[src/rtl/pipe_reg_skid_pkg.sv]
// Shared types for the skid-buffered pipeline stage.
package pipe_reg_skid_pkg;

  typedef enum logic [1:0] {
    ST_EMPTY = 2'd0,
    ST_ONE   = 2'd1,
    ST_TWO   = 2'd2
  } state_t;

  function automatic logic [1:0] occ_of(input state_t st);
    case (st)
      ST_ONE:  occ_of = 2'd1;
      ST_TWO:  occ_of = 2'd2;
      default: occ_of = 2'd0;
    endcase
  endfunction

endpackage

[src/rtl/pipe_reg_skid_if.sv]
// Valid/ready/data stream; master drives valid+data, slave drives ready.
interface pipe_reg_skid_if #(
  parameter int WIDTH = 64
);
  logic             valid;
  logic             ready;
  logic [WIDTH-1:0] data;

  modport master (output valid, output data, input ready);
  modport slave  (input valid, input data, output ready);
endinterface

[src/rtl/pipe_reg_skid_data_reg.sv]
// Enabled data register with async active-low reset and sync clear (clear wins).
module pipe_data_reg #(
  parameter int               WIDTH     = 64,
  parameter logic [WIDTH-1:0] RESET_VAL = '0
) (
  input  logic             clk,
  input  logic             reset_n,
  input  logic             clr,
  input  logic             en,
  input  logic [WIDTH-1:0] d,
  output logic [WIDTH-1:0] q
);

  always_ff @(posedge clk or negedge reset_n) begin
    if (!reset_n)  q <= RESET_VAL;
    else if (clr)  q <= RESET_VAL;
    else if (en)   q <= d;
  end

endmodule

[src/rtl/pipe_reg_skid.sv]
// Pipeline register with 1-entry skid buffer, registered in_ready, flush and stall counter.
//  state    | meaning
//  ST_EMPTY | nothing held
//  ST_ONE   | head word in main
//  ST_TWO   | head in main, next word in skid; upstream blocked
module pipe_reg_skid
  import pipe_reg_skid_pkg::*;
#(
  parameter int               WIDTH     = 64,
  parameter logic [WIDTH-1:0] RESET_VAL = '0,
  parameter int               CNT_W     = 16
) (
  input  logic               clk,
  input  logic               reset_n,
  input  logic               flush,
  pipe_reg_skid_if.slave     up,
  pipe_reg_skid_if.master    dn,
  output logic [1:0]         occupancy,
  output logic [CNT_W-1:0]   stall_cnt
);

  state_t           state_q, state_d;
  logic             in_ready_q;
  logic             accept_in, accept_out;
  logic             main_en, main_from_skid, skid_en, clr;
  logic [WIDTH-1:0] main_q, skid_q, main_d;
  logic [CNT_W-1:0] stall_q;

  assign dn.valid   = (state_q != ST_EMPTY);
  assign up.ready   = in_ready_q;
  assign accept_in  = up.valid & in_ready_q;
  assign accept_out = dn.valid & dn.ready;

  always_ff @(posedge clk or negedge reset_n) begin
    if (!reset_n) begin
      state_q    <= ST_EMPTY;
      in_ready_q <= 1'b0;
    end else begin
      state_q    <= state_d;
      in_ready_q <= (state_d != ST_TWO);
    end
  end

  always_comb begin
    state_d        = state_q;
    main_en        = 1'b0;
    main_from_skid = 1'b0;
    skid_en        = 1'b0;
    clr            = 1'b0;
    case (state_q)
      ST_EMPTY: begin
        if (accept_in) begin
          state_d = ST_ONE;
          main_en = 1'b1;
        end
      end
      ST_ONE: begin
        if (accept_in && accept_out) begin
          main_en = 1'b1;
        end else if (accept_in) begin
          state_d = ST_TWO;
          skid_en = 1'b1;
        end else if (accept_out) begin
          state_d = ST_EMPTY;
        end
      end
      ST_TWO: begin
        if (accept_out) begin
          state_d        = ST_ONE;
          main_en        = 1'b1;
          main_from_skid = 1'b1;
        end
      end
      default: state_d = ST_EMPTY;
    endcase
    // flush discards any same-edge input; a same-edge output was already delivered
    if (flush) begin
      state_d = ST_EMPTY;
      main_en = 1'b0;
      skid_en = 1'b0;
      clr     = 1'b1;
    end
  end

  assign main_d = main_from_skid ? skid_q : up.data;

  pipe_data_reg #(.WIDTH(WIDTH), .RESET_VAL(RESET_VAL)) u_main (
    .clk     (clk),
    .reset_n (reset_n),
    .clr     (clr),
    .en      (main_en),
    .d       (main_d),
    .q       (main_q)
  );

  pipe_data_reg #(.WIDTH(WIDTH), .RESET_VAL(RESET_VAL)) u_skid (
    .clk     (clk),
    .reset_n (reset_n),
    .clr     (clr),
    .en      (skid_en),
    .d       (up.data),
    .q       (skid_q)
  );

  assign dn.data = main_q;

  always_ff @(posedge clk or negedge reset_n) begin
    if (!reset_n)                                   stall_q <= '0;
    else if (dn.valid && !dn.ready && stall_q != '1) stall_q <= stall_q + CNT_W'(1);
  end

  assign stall_cnt = stall_q;
  assign occupancy = occ_of(state_q);

endmodule

[src/flat_wrapper.sv]
// flat-port wrapper written by rule: the top's interface ports become plain ports
module pipe_reg_skid_flat import pipe_reg_skid_pkg::*;
#(
  parameter int               WIDTH     = 64,
  parameter logic [WIDTH-1:0] RESET_VAL = '0,
  parameter int               CNT_W     = 16
)
  (clk, reset_n, flush, occupancy, stall_cnt, up_valid, up_data, up_ready, dn_valid, dn_data, dn_ready);
  pipe_reg_skid_if #(.WIDTH(WIDTH)) up_i ();
  pipe_reg_skid_if #(.WIDTH(WIDTH)) dn_i ();
  input  logic clk;
  input  logic reset_n;
  input  logic flush;
  output logic [1:0] occupancy;
  output logic [CNT_W-1:0] stall_cnt;
  input wire logic [$bits(up_i.valid)-1:0] up_valid;
  input wire logic [$bits(up_i.data)-1:0] up_data;
  output wire logic [$bits(up_i.ready)-1:0] up_ready;
  output wire logic [$bits(dn_i.valid)-1:0] dn_valid;
  output wire logic [$bits(dn_i.data)-1:0] dn_data;
  input wire logic [$bits(dn_i.ready)-1:0] dn_ready;
  assign up_i.valid = up_valid;
  assign up_i.data = up_data;
  assign up_ready = up_i.ready;
  assign dn_valid = dn_i.valid;
  assign dn_data = dn_i.data;
  assign dn_i.ready = dn_ready;
  pipe_reg_skid #(.WIDTH(WIDTH), .RESET_VAL(RESET_VAL), .CNT_W(CNT_W)) u_core (.clk(clk), .reset_n(reset_n), .flush(flush), .up(up_i), .dn(dn_i), .occupancy(occupancy), .stall_cnt(stall_cnt));
endmodule
[config.mk]
export PLATFORM = sky130hd
export DESIGN_NAME = pipe_reg_skid_flat
export DESIGN_NICKNAME = d
export VERILOG_FILES = /design/src/rtl/pipe_reg_skid_pkg.sv /design/src/rtl/pipe_reg_skid_if.sv /design/src/rtl/pipe_reg_skid_data_reg.sv /design/src/rtl/pipe_reg_skid.sv /design/src/flat_wrapper.sv
export SDC_FILE = /design/constraint.sdc
export NUM_CORES = 1
export LEC_CHECK = 0
export BUFFER_PORTS_ARGS = -buffer_cell sky130_fd_sc_hd__clkbuf_2
export CORE_MARGIN = 4
export CORE_UTILIZATION = 45
export DETAILED_ROUTE_END_ITERATION = 12
export PLACE_DENSITY = 0.72
export SETUP_SLACK_MARGIN = 0.05
export SLEW_MARGIN = 20
export SYNTH_ARGS = -nofsm -noshare
export SYNTH_HDL_FRONTEND = slang
export SYNTH_HIERARCHICAL = 1
export SYNTH_SLANG_ARGS = --single-unit
[constraint.sdc]
create_clock -name clk -period 2.3 [get_ports clk]
set_input_delay 0.23 -clock clk [delete_from_list [all_inputs] [get_ports clk]]
set_output_delay 0.23 -clock clk [all_outputs]
set_load 0.005 [all_outputs]
==> results.yml <==
placement:
  gp_congestion: 0.852
  hpwl_mm: 10.2
  placed_cells: 919
  port_buffers: 152
cells_and_area:
  final_cells: 951
  drive_gt1_share_pct: 35.7
  n_antenna_cell: 0
  num-nets-final: 798
  area_delta_synth_final_pct: 21.9
critical_path:
  arrival_ns: 2.23
  crit_path_start_kind: "flop"
  endpoint_kind: "flop"
  crit_fanout: 39
  crit_type: "flop to flop"
  crit_required_ns: 2.57
run:
  drv_cap: 0
clocking:
  clockRootBuffer: "clkbuf_16"
  tritoncts: "built"
  clock-sinks: 147
  htreeDepth: 4
  clkTransAtPathRegs_ns: 0.06
  worstSkewPairLatency_ns: 0.41
  post_cts_buffers: 0
  numCtsBuffers: 17
  clock_path_buffers: 2
sta:
  drv_slew: 0
  fin_crit_ns: 1.96
  setup_viol: 0
  period_share_pct: 85.1
  timing_hold_violations_final: 0
  rsz0062_at_grt: "false"
  finalSetupTns_ns: 0
  max_freq_mhz: 511
  relSlewSlack_pct: 61.3
  finClkSkew_ns: 0.00765
  tightestPinTransition_ns: 0.580
detailed_routing:
  viasPerCell: 5.11
  vias: 4857
  drtPass1Iterations: 4
  drt-wirelength-per-cell_um: 16.0
  first_iter_violations: 226
  wl_mm: 15.2
  drc_errors: 0
  ant_nets: 0
synthesis:
  yosys.cell_types.count: 45
  synth.yosys.seq_area_share_pct: 52.4
  ys_warn_count: 6
  synth_area_um2: 7020
  async_reset_ff_share_pct: 100
  synth.ff_latch_count: 147
  postSynthAreaPerCell_um2: 12.1
  synth_cells: 581
  synth-edff-count: 0
  synth_ff_type: "dfrtp_1"
  syn_nets: 651
global_routing:
  grt_max_degree: 131
  grt_pass1_wl_mm: 25.2
  grt_overflow_total: 0
  grt_use_total_pct: 17.6
  antenna_found_initial: 0
  grt_pass1_vias: 5060
die:
  core_um2: 15300
  num_io_pins: 153
  die_h_um: 133
  start_util_pct: 46.0
  rows: 45
  die_x_um: 133
  die_area_um2: 17700
power_and_ir_drop:
  ir_drop_mv: 0.593
  p_leak_nw: 4.13
  power_density_nw_per_um2: 741
outcome:
  status: "finished clean"
min_path:
  min-delay-path-class: "input pin to flop"
==> repair_timing <==
item / 4_1_cts / 5_1_grt
gates resized for setup: 0 / 0
hold buffers: 1 / 0
endpoints found under the hold margin: 56 / 0
==> routing by layer <==
layer / global-route usage (%) / part of all wire, % / vias up
li1: - / - / 2296
met1: 23.4 / 46 / 2403
met2: 27.8 / 46 / 144
met3: 5.44 / 6.3 / 14
met4: 5.08 / 1.1 / 0
met5: 0 / 0 / -
==> critical path: stages (launching register included) <==
cell	delay, ns
dfrtp_1	0.40
nand2_1	0.10
nor2_1	0.17
nand2_1	0.13
nor3_2	0.33
buf_12	0.33
mux2i_1	0.27
nor2_1	0.06
==> through the flow <==
| stage | power, mW | cell area [µm²] | setup WS [ns] | utilization (%) | hold slack (ns) |
|---|---|---|---|---|---|
| after detailed placement | 3.63 | 7960 | 0.358 | 52.1 | 0.256 |
| after floorplan | 3.30 | 7020 | 0.542 | - | -0.0656 |
| after global routing | 6.64 | 8560 | 0.194 | 56.1 | 0.0734 |
| after global placement | 3.60 | 7960 | 0.480 | 52.1 | 0.238 |
| after CTS | 6.43 | 8560 | 0.346 | 56.1 | 0.0642 |
| final | 6.35 | 8560 | 0.343 | 56.1 | 0.0841 |
==> area by class of cell <==
class / count / area [µm²]
Clock buffer: 21 / 460
Clock inverter: 10 / 133
Fill cell: 1270 / 6700
Inverter: 2 / 7.51
Multi-Input combinational cell: 396 / 3050
Sequential cell: 147 / 3680
Tap cell: 211 / 264
Timing Repair Buffer: 164 / 962
==> where the power goes <==
| group | internal, mW | switching, mW | leakage, nW |
|---|---|---|---|
| registers | 2.72 | 0.122 | 2.01 |
| clock network | 1.75 | 1.01 | 0.285 |
| logic | 0.362 | 0.381 | 1.83 |
==> cell usage after synthesis (2+ instances only) <==
cell,count,area [µm²]
nor3_1,5,25.0
nand4_1,2,12.5
buf_1,12,45.0
nor4b_1,3,26.3
nand3b_1,2,15.0
mux2_2,60,676
buf_2,6,30.0
buf_8,12,180
clkbuf_2,3,15.0
mux2_1,4,45.0
nor3b_1,2,15.0
nor4_1,3,18.8
a21oi_1,3,15.0
xor2_1,13,114
dfrtp_1,147,3680
nand2_1,8,30.0
nand3_1,7,35.0
buf_6,3,33.8
nor2_1,132,495
inv_1,2,7.51
mux2i_1,128,1280
==> path summary, 6_finish.rpt <==
check | from | endpoint | slack (ns) | depth (start not counted)
max in group asynchronous | reset_n | u_core/u_main/q[3] | 1.28 | 3
worst max-delay path | u_core/up.ready | u_core/u_skid/q[29] | 0.34 | 7
worst max register to register | u_core/up.ready | u_core/u_skid/q[29] | 0.34 | 7
worst min register to register | u_core/stall_cnt[10] | u_core/stall_cnt[10] | 0.50 | 1
worst min-delay path | up_data[22] | u_core/u_skid/q[22] | 0.08 | 3
min in group asynchronous | reset_n | u_core/u_main/q[27] | 0.38 | 2
==> cell families (layout without fill, tap and decap cells) <==
| family | after synthesis | in the layout | synth area share (%) |
|---|---|---|---|
| flip-flops | 147 | 147 | 52.4 |
| multiplexers | 193 | 193 | 28.7 |
| buffers and inverters | 38 | 197 | 4.44 |
| AND/OR/NAND/NOR | 178 | 178 | 11.3 |
| XOR/XNOR | 14 | 14 | 1.75 |
| AO/OA/AOI/OAI | 10 | 10 | 1.23 |
| adder cells (fa/ha/maj) | 1 | 1 | 0.178 |
==> layout by cell type, fill, tap and decap left out, types with 2 or more instances in the layout <==
cell type     n
nor4b_1       3
mux2_2       60
dfrtp_1     147
inv_1         2
clkbuf_16    17
nand3_1       7
nand4_1       2
clkbuf_8      2
mux2i_1     128
clkinv_2      4
nor3b_1       2
nor2_1      132
nor4_1        3
clkbuf_2    150
a21oi_1       2
clkbuf_1      2
mux2_1        4
buf_12        8
nand2_1       8
nor3_1        4
buf_4         4
xor2_1       13
nand3b_1      2
bufinv_16     3
clkinvlp_4    3
==> state kept, by name (all words and copies together), names as in the netlist <==
register and cells:
u_core/u_skid/q 64, u_core/up.ready 1, u_core/state_q 2, u_core/u_main/q 64, u_core/stall_cnt 16
(Power assumes the default switching activity.)
